--- src/rtl/ccu_snoop_broadcaster_pkg.sv ---
// ccu_snoop_broadcaster_pkg: CRRESP bit indices and snoop broadcaster state encoding
package ccu_snoop_broadcaster_pkg;
  localparam int unsigned CR_DT  = 0;
  localparam int unsigned CR_ERR = 1;
  localparam int unsigned CR_PD  = 2;
  localparam int unsigned CR_IS  = 3;
  localparam int unsigned CR_WU  = 4;
  typedef enum logic [1:0] {SNP_IDLE, SNP_SNOOP, SNP_RESP, SNP_DATA} snp_bcast_state_e;
endpackage

--- src/rtl/ccu_snoop_broadcaster.sv ---
// ccu_snoop_broadcaster: fans one snoop out to all non-initiating masters, merges CR, forwards one CD line
module ccu_snoop_broadcaster
  import ccu_snoop_broadcaster_pkg::*;
#(
  parameter int unsigned NoMstPorts      = 4,
  parameter int unsigned AddrWidth       = 64,
  parameter int unsigned DataWidth       = 64,
  parameter int unsigned DcacheLineWidth = 128,
  parameter int unsigned IdxW            = (NoMstPorts > 1) ? $clog2(NoMstPorts) : 1
) (
  input  logic                                 clk_i,
  input  logic                                 rst_ni,
  input  logic                                 snp_valid_i,
  output logic                                 snp_ready_o,
  input  logic [AddrWidth-1:0]                 snp_addr_i,
  input  logic [3:0]                           snp_type_i,
  input  logic [2:0]                           snp_prot_i,
  input  logic [IdxW-1:0]                      snp_init_i,
  output logic [NoMstPorts-1:0]                ac_valid_o,
  input  logic [NoMstPorts-1:0]                ac_ready_i,
  output logic [AddrWidth-1:0]                 ac_addr_o,
  output logic [3:0]                           ac_snoop_o,
  output logic [2:0]                           ac_prot_o,
  input  logic [NoMstPorts-1:0]                cr_valid_i,
  output logic [NoMstPorts-1:0]                cr_ready_o,
  input  logic [NoMstPorts-1:0][4:0]           cr_resp_i,
  input  logic [NoMstPorts-1:0]                cd_valid_i,
  output logic [NoMstPorts-1:0]                cd_ready_o,
  input  logic [NoMstPorts-1:0][DataWidth-1:0] cd_data_i,
  input  logic [NoMstPorts-1:0]                cd_last_i,
  output logic                                 res_valid_o,
  input  logic                                 res_ready_i,
  output logic [4:0]                           res_resp_o,
  output logic [IdxW-1:0]                      res_src_o,
  output logic                                 data_valid_o,
  input  logic                                 data_ready_i,
  output logic [DataWidth-1:0]                 data_o,
  output logic                                 data_last_o
);
  localparam int unsigned Beats = DcacheLineWidth / DataWidth;
  localparam int unsigned CntW  = (Beats > 1) ? $clog2(Beats) : 1;
  snp_bcast_state_e state;
  logic [NoMstPorts-1:0] ac_pend, cr_pend, cd_pend, tgt_mask, cr_hs, cr_dt, cd_hs, cd_done, sel;
  logic [4:0] resp, cr_or;
  logic [IdxW-1:0] src, lowest;
  logic [CntW-1:0] cnt;
  logic cnt_last, fwd_hs;
  logic [AddrWidth-1:0] addr;
  logic [3:0] snoop;
  logic [2:0] prot;
  assign snp_ready_o  = state == SNP_IDLE;
  assign ac_valid_o   = state == SNP_SNOOP ? ac_pend : '0;
  assign cr_ready_o   = state == SNP_SNOOP ? cr_pend & ~ac_pend : '0;
  assign res_valid_o  = state == SNP_RESP;
  assign res_resp_o   = resp;
  assign res_src_o    = src;
  assign ac_addr_o    = addr;
  assign ac_snoop_o   = snoop;
  assign ac_prot_o    = prot;
  assign cnt_last     = cnt == CntW'(Beats - 1);
  assign data_valid_o = state == SNP_DATA && |(sel & cd_pend & cd_valid_i);
  assign data_last_o  = data_valid_o && cnt_last;
  assign fwd_hs       = data_valid_o && data_ready_i;
  assign cr_hs        = cr_valid_i & cr_ready_o;
  assign cd_hs        = cd_valid_i & cd_ready_o;
  // The forwarded port retires on its last counted beat even if cd_last is late or missing
  assign cd_done      = cd_hs & (cd_last_i | (sel & {NoMstPorts{cnt_last}}));
  // Descending scan leaves the lowest pending supplier in 'lowest'
  always_comb begin
    tgt_mask   = '0;
    sel        = '0;
    cr_dt      = '0;
    cr_or      = '0;
    lowest     = '0;
    data_o     = '0;
    cd_ready_o = '0;
    for (int i = NoMstPorts - 1; i >= 0; i--) begin
      tgt_mask[i]   = snp_init_i != IdxW'(i);
      sel[i]        = src == IdxW'(i);
      cr_dt[i]      = cr_resp_i[i][CR_DT];
      cr_or         = cr_or | (cr_hs[i] ? cr_resp_i[i] : 5'b0);
      lowest        = cd_pend[i] ? IdxW'(i) : lowest;
      data_o        = sel[i] ? cd_data_i[i] : data_o;
      cd_ready_o[i] = state == SNP_DATA && cd_pend[i] && (sel[i] ? data_ready_i : 1'b1);
    end
  end
  always_ff @(posedge clk_i or negedge rst_ni) begin
    if (!rst_ni) begin
      state   <= SNP_IDLE;
      ac_pend <= '0;
      cr_pend <= '0;
      cd_pend <= '0;
      resp    <= '0;
      src     <= '0;
      cnt     <= '0;
      addr    <= '0;
      snoop   <= '0;
      prot    <= '0;
    end else begin
      case (state)
        SNP_IDLE: if (snp_valid_i) begin
          addr    <= snp_addr_i;
          snoop   <= snp_type_i;
          prot    <= snp_prot_i;
          ac_pend <= tgt_mask;
          cr_pend <= tgt_mask;
          cd_pend <= '0;
          resp    <= '0;
          src     <= '0;
          cnt     <= '0;
          state   <= |tgt_mask ? SNP_SNOOP : SNP_RESP;
        end
        SNP_SNOOP: begin
          ac_pend <= ac_pend & ~(ac_valid_o & ac_ready_i);
          cr_pend <= cr_pend & ~cr_hs;
          cd_pend <= cd_pend | (cr_hs & cr_dt);
          resp    <= resp | cr_or;
          if (!(|ac_pend) && !(|cr_pend)) begin
            src   <= lowest;
            state <= SNP_RESP;
          end
        end
        SNP_RESP: if (res_ready_i) state <= |cd_pend ? SNP_DATA : SNP_IDLE;
        SNP_DATA: begin
          cd_pend <= cd_pend & ~cd_done;
          if (fwd_hs) cnt <= cnt_last ? '0 : cnt + 1'b1;
          if (!(|cd_pend)) state <= SNP_IDLE;
        end
        default: state <= SNP_IDLE;
      endcase
    end
  end
endmodule

--- config.mk ---
export PLATFORM = sky130hd
export DESIGN_NAME = ccu_snoop_broadcaster
export DESIGN_NICKNAME = d
export VERILOG_FILES = /design/src/rtl/ccu_snoop_broadcaster_pkg.sv /design/src/rtl/ccu_snoop_broadcaster.sv
export SDC_FILE = /design/constraint.sdc
export NUM_CORES = 1
export LEC_CHECK = 0
export CORE_AREA = 2 2 206 208
export DETAILED_ROUTE_END_ITERATION = 10
export DIE_AREA = 0 0 208 210
export HOLD_SLACK_MARGIN = 0.02
export PLACE_DENSITY_LB_ADDON = 0.2
export SETUP_SLACK_MARGIN = 0.1
export SLEW_MARGIN = 5
export SYNTH_ARGS = -nofsm -noshare
export SYNTH_HDL_FRONTEND = slang
export SYNTH_SLANG_ARGS = --single-unit
--- constraint.sdc ---
create_clock -name clk_i -period 2.2 [get_ports clk_i]
set_input_delay 0.22 -clock clk_i [delete_from_list [all_inputs] [get_ports clk_i]]
set_output_delay 0.22 -clock clk_i [all_outputs]
set_load 0.02 [all_outputs]
==> impl_metrics.json <==
{
  "status": "complete, no violations",
  "final_antenna_net_count": 0,
  "critPathArrivalTime_ns": 1.91,
  "setup_viol": 0,
  "maxSlewHeadroom": 0.6575,
  "p_leak_nw": 5.115,
  "synth_top_area_frac": 0.4191,
  "cts_buffers": 9,
  "netlist_top_cells_count": "227 x nand2_1, 93 x dfrtp_1, 65 x mux4_2",
  "antenna_found_initial": 13,
  "routed_wl_um": 38780,
  "syn_avg_cell_area_um2": 10.42,
  "power_density_nw_per_um2": 992.9,
  "area_delta_synth_final_pct": 118.9,
  "ys_seq_elements": 93,
  "path_buf_inv": 4,
  "finalWorstSetupSlack_ns": 0.06536,
  "dr.first_iter.drc_count": 319,
  "slew_violations": 0,
  "ioPinCount": 528,
  "yosysTopAreaCell": "dfrtp_1",
  "grt_pass1_wl_um": 53700,
  "utilization": 0.2931,
  "portBuffers": 527,
  "syn-num-nets": 903,
  "holdCritPathClass": "in2async",
  "vdd.ir_drop.worst_v": 0.0005517,
  "clock_latency_ns": 0.36,
  "max_stage_delay_ns": 0.51,
  "synth.distinct_cells": 41,
  "path_clk_slew_ns": 0.07,
  "gr-usage-all-layers": 0.1733,
  "clock.fmax_mhz": 468.5,
  "drt_first_pass_iters": 6,
  "overflow": 0,
  "holdWs_ns": 0.3719,
  "grt_pass1_vias": 7019,
  "min_period_over_period": 0.9703,
  "drive_gt1_frac": 0.2081,
  "cts.htree.levels": 3,
  "vias": 6589,
  "nets": 1456,
  "wl_per_cell_um": 23.72,
  "crit_family": "buffers and inverters",
  "place_ws_ns": -0.2107,
  "critPathLaunchType": "flip-flop",
  "cp_slowest_cell": "dfrtp_4",
  "tightestPinTransition_ns": 0.5135,
  "dieArea_um2": 43680,
  "crit_start": "res_src_o[0]",
  "netlist_top_cells_area": "dfrtp_1 42%, mux4_2 26%, nand2_1 15%",
  "hold_viol_final": 0,
  "ys_seq_area_frac": 0.4191,
  "path_common_cell": "buf_12",
  "async_flop_share": 1.000,
  "die_w_um": 208,
  "viasPerCell": 4.030,
  "setup_tns_ns": 0,
  "critical_path.cell_chain": "buf_12, buf_16, buf_12, mux4_2, buf_6",
  "syn_area_um2": 5553,
  "endpoint_kind": "primary output",
  "cts_buffer_depth": 2,
  "yosysMostFrequentCell": "nand2_1",
  "drc": 0,
  "cts.sinks": 93,
  "synthFlopType": "dfrtp_1",
  "max-cap-violations": 0,
  "die_h_um": 210,
  "start_util": 0.1339,
  "r2r-start": "state[1]",
  "fin_skew_ns": 0.009057,
  "coreArea_um2": 41480,
  "cts_tree": "done",
  "grt_setup_unrepaired": "yes",
  "ys_warn_count": 0,
  "synth_edf_count": 0,
  "path_max_fanout": 8,
  "crit_type": "reg2out",
  "detailed_place_hpwl_um": 31650,
  "root_buffer": "clkbuf_16",
  "synth_cells": 533,
  "grt_max_degree": 40,
  "critPathRequiredTime_ns": 1.98,
  "gp_congestion": 0.9264,
  "rows": 75,
  "finalCriticalPeriod_ns": 2.135
}
sequential cells by signal (all words and copies together), names as in the netlist:
register    cells
res_src_o       2
cd_pend         4
res_resp_o      5
ac_addr_o      64
ac_snoop_o      4
ac_prot_o       3
cnt             1
state           2
ac_pend         4
cr_pend         4
metrics by stage:
stage	std cells	instance area (µm²)	power, mW
3_5_place_dp	1591	11580	10.23
3_3_place_gp	1591	11580	10.23
2_1_floorplan	533	5553	6.392
4_1_cts	1625	12040	12.21
5_1_grt	1633	12150	12.87
6_report	1635	12160	12.07
where the power goes:
part / leakage, nW / internal, mW / switching, mW
sequential: 1.17 / 2.48 / 0.461
clock: 0.160 / 1.00 / 0.759
combinational: 3.78 / 3.66 / 3.71
worst paths after layout:
check                           slack [ns]             to  cells after the start
worst max-delay path                  0.07     data_o[53]                      5
worst min-delay path                  0.37  ac_addr_o[22]                      2
worst max register to register        0.37  ac_addr_o[37]                      5
worst min register to register        0.47  ac_addr_o[15]                      2
max in group asynchronous             1.16   res_src_o[1]                      3
min in group clk_i                    0.38  ac_snoop_o[0]                      3
repair_timing:
item,CTS,global route
hold buffers,1,0
endpoints found under the hold margin,31,0
buffers inserted,16,4
pin swaps,0,1
gates cloned,1,1
gates resized for setup,328,19
endpoints found under the setup margin,77,43
layout make-up:
| class | count | area, µm² |
|---|---|---|
| Fill cell | 4400 | 29320 |
| Inverter | 5 | 18.77 |
| Clock inverter | 7 | 96.34 |
| Tap cell | 539 | 674.4 |
| Antenna cell | 5 | 12.51 |
| Clock buffer | 9 | 225.2 |
| Sequential cell | 93 | 2335 |
| Timing Repair Buffer | 583 | 5783 |
| Multi-Input combinational cell | 394 | 3010 |
layout by cell type, fill, tap and decap left out, types with 3 or more instances in the layout:
| cell type | count |
|---|---|
| buf_2 | 33 |
| a21oi_1 | 11 |
| nand3_1 | 5 |
| clkbuf_16 | 10 |
| dlymetal6s2s_1 | 4 |
| dlygate4sd2_1 | 7 |
| mux2i_1 | 3 |
| diode_2 | 5 |
| clkdlybuf4s50_1 | 445 |
| a22o_1 | 3 |
| and2_1 | 4 |
| mux4_2 | 65 |
| and3_1 | 5 |
| or3b_4 | 3 |
| buf_12 | 8 |
| buf_8 | 4 |
| a22oi_1 | 5 |
| inv_1 | 5 |
| buf_6 | 37 |
| o21ai_0 | 6 |
| dfrtp_1 | 91 |
| nor2_1 | 11 |
| buf_16 | 3 |
| nand2_1 | 227 |
| a31oi_1 | 10 |
| buf_4 | 39 |
per-layer routing:
metal	routed length (µm)	track usage	part of all wire	vias up
met2	20160	0.3126	0.52	331
li1	-	-	-	2990
met1	14270	0.1922	0.37	3205
met3	3466	0.06287	0.089	53
met4	818	0.04573	0.021	10
met5	68	0	0.0018	-
cells by family (layout without fill, tap and decap cells):
group / after synthesis / in the layout / share of synthesized area
AOI/OAI and AO/OA: 46 / 46 / 0.05431
buffers and inverters: 46 / 604 / 0.04349
DFF: 93 / 93 / 0.4191
muxes: 68 / 68 / 0.2690
other: 0 / 5 / 0
and+or+nand+nor: 280 / 280 / 0.2141
Note: power is estimated with default switching activity, not from simulation.
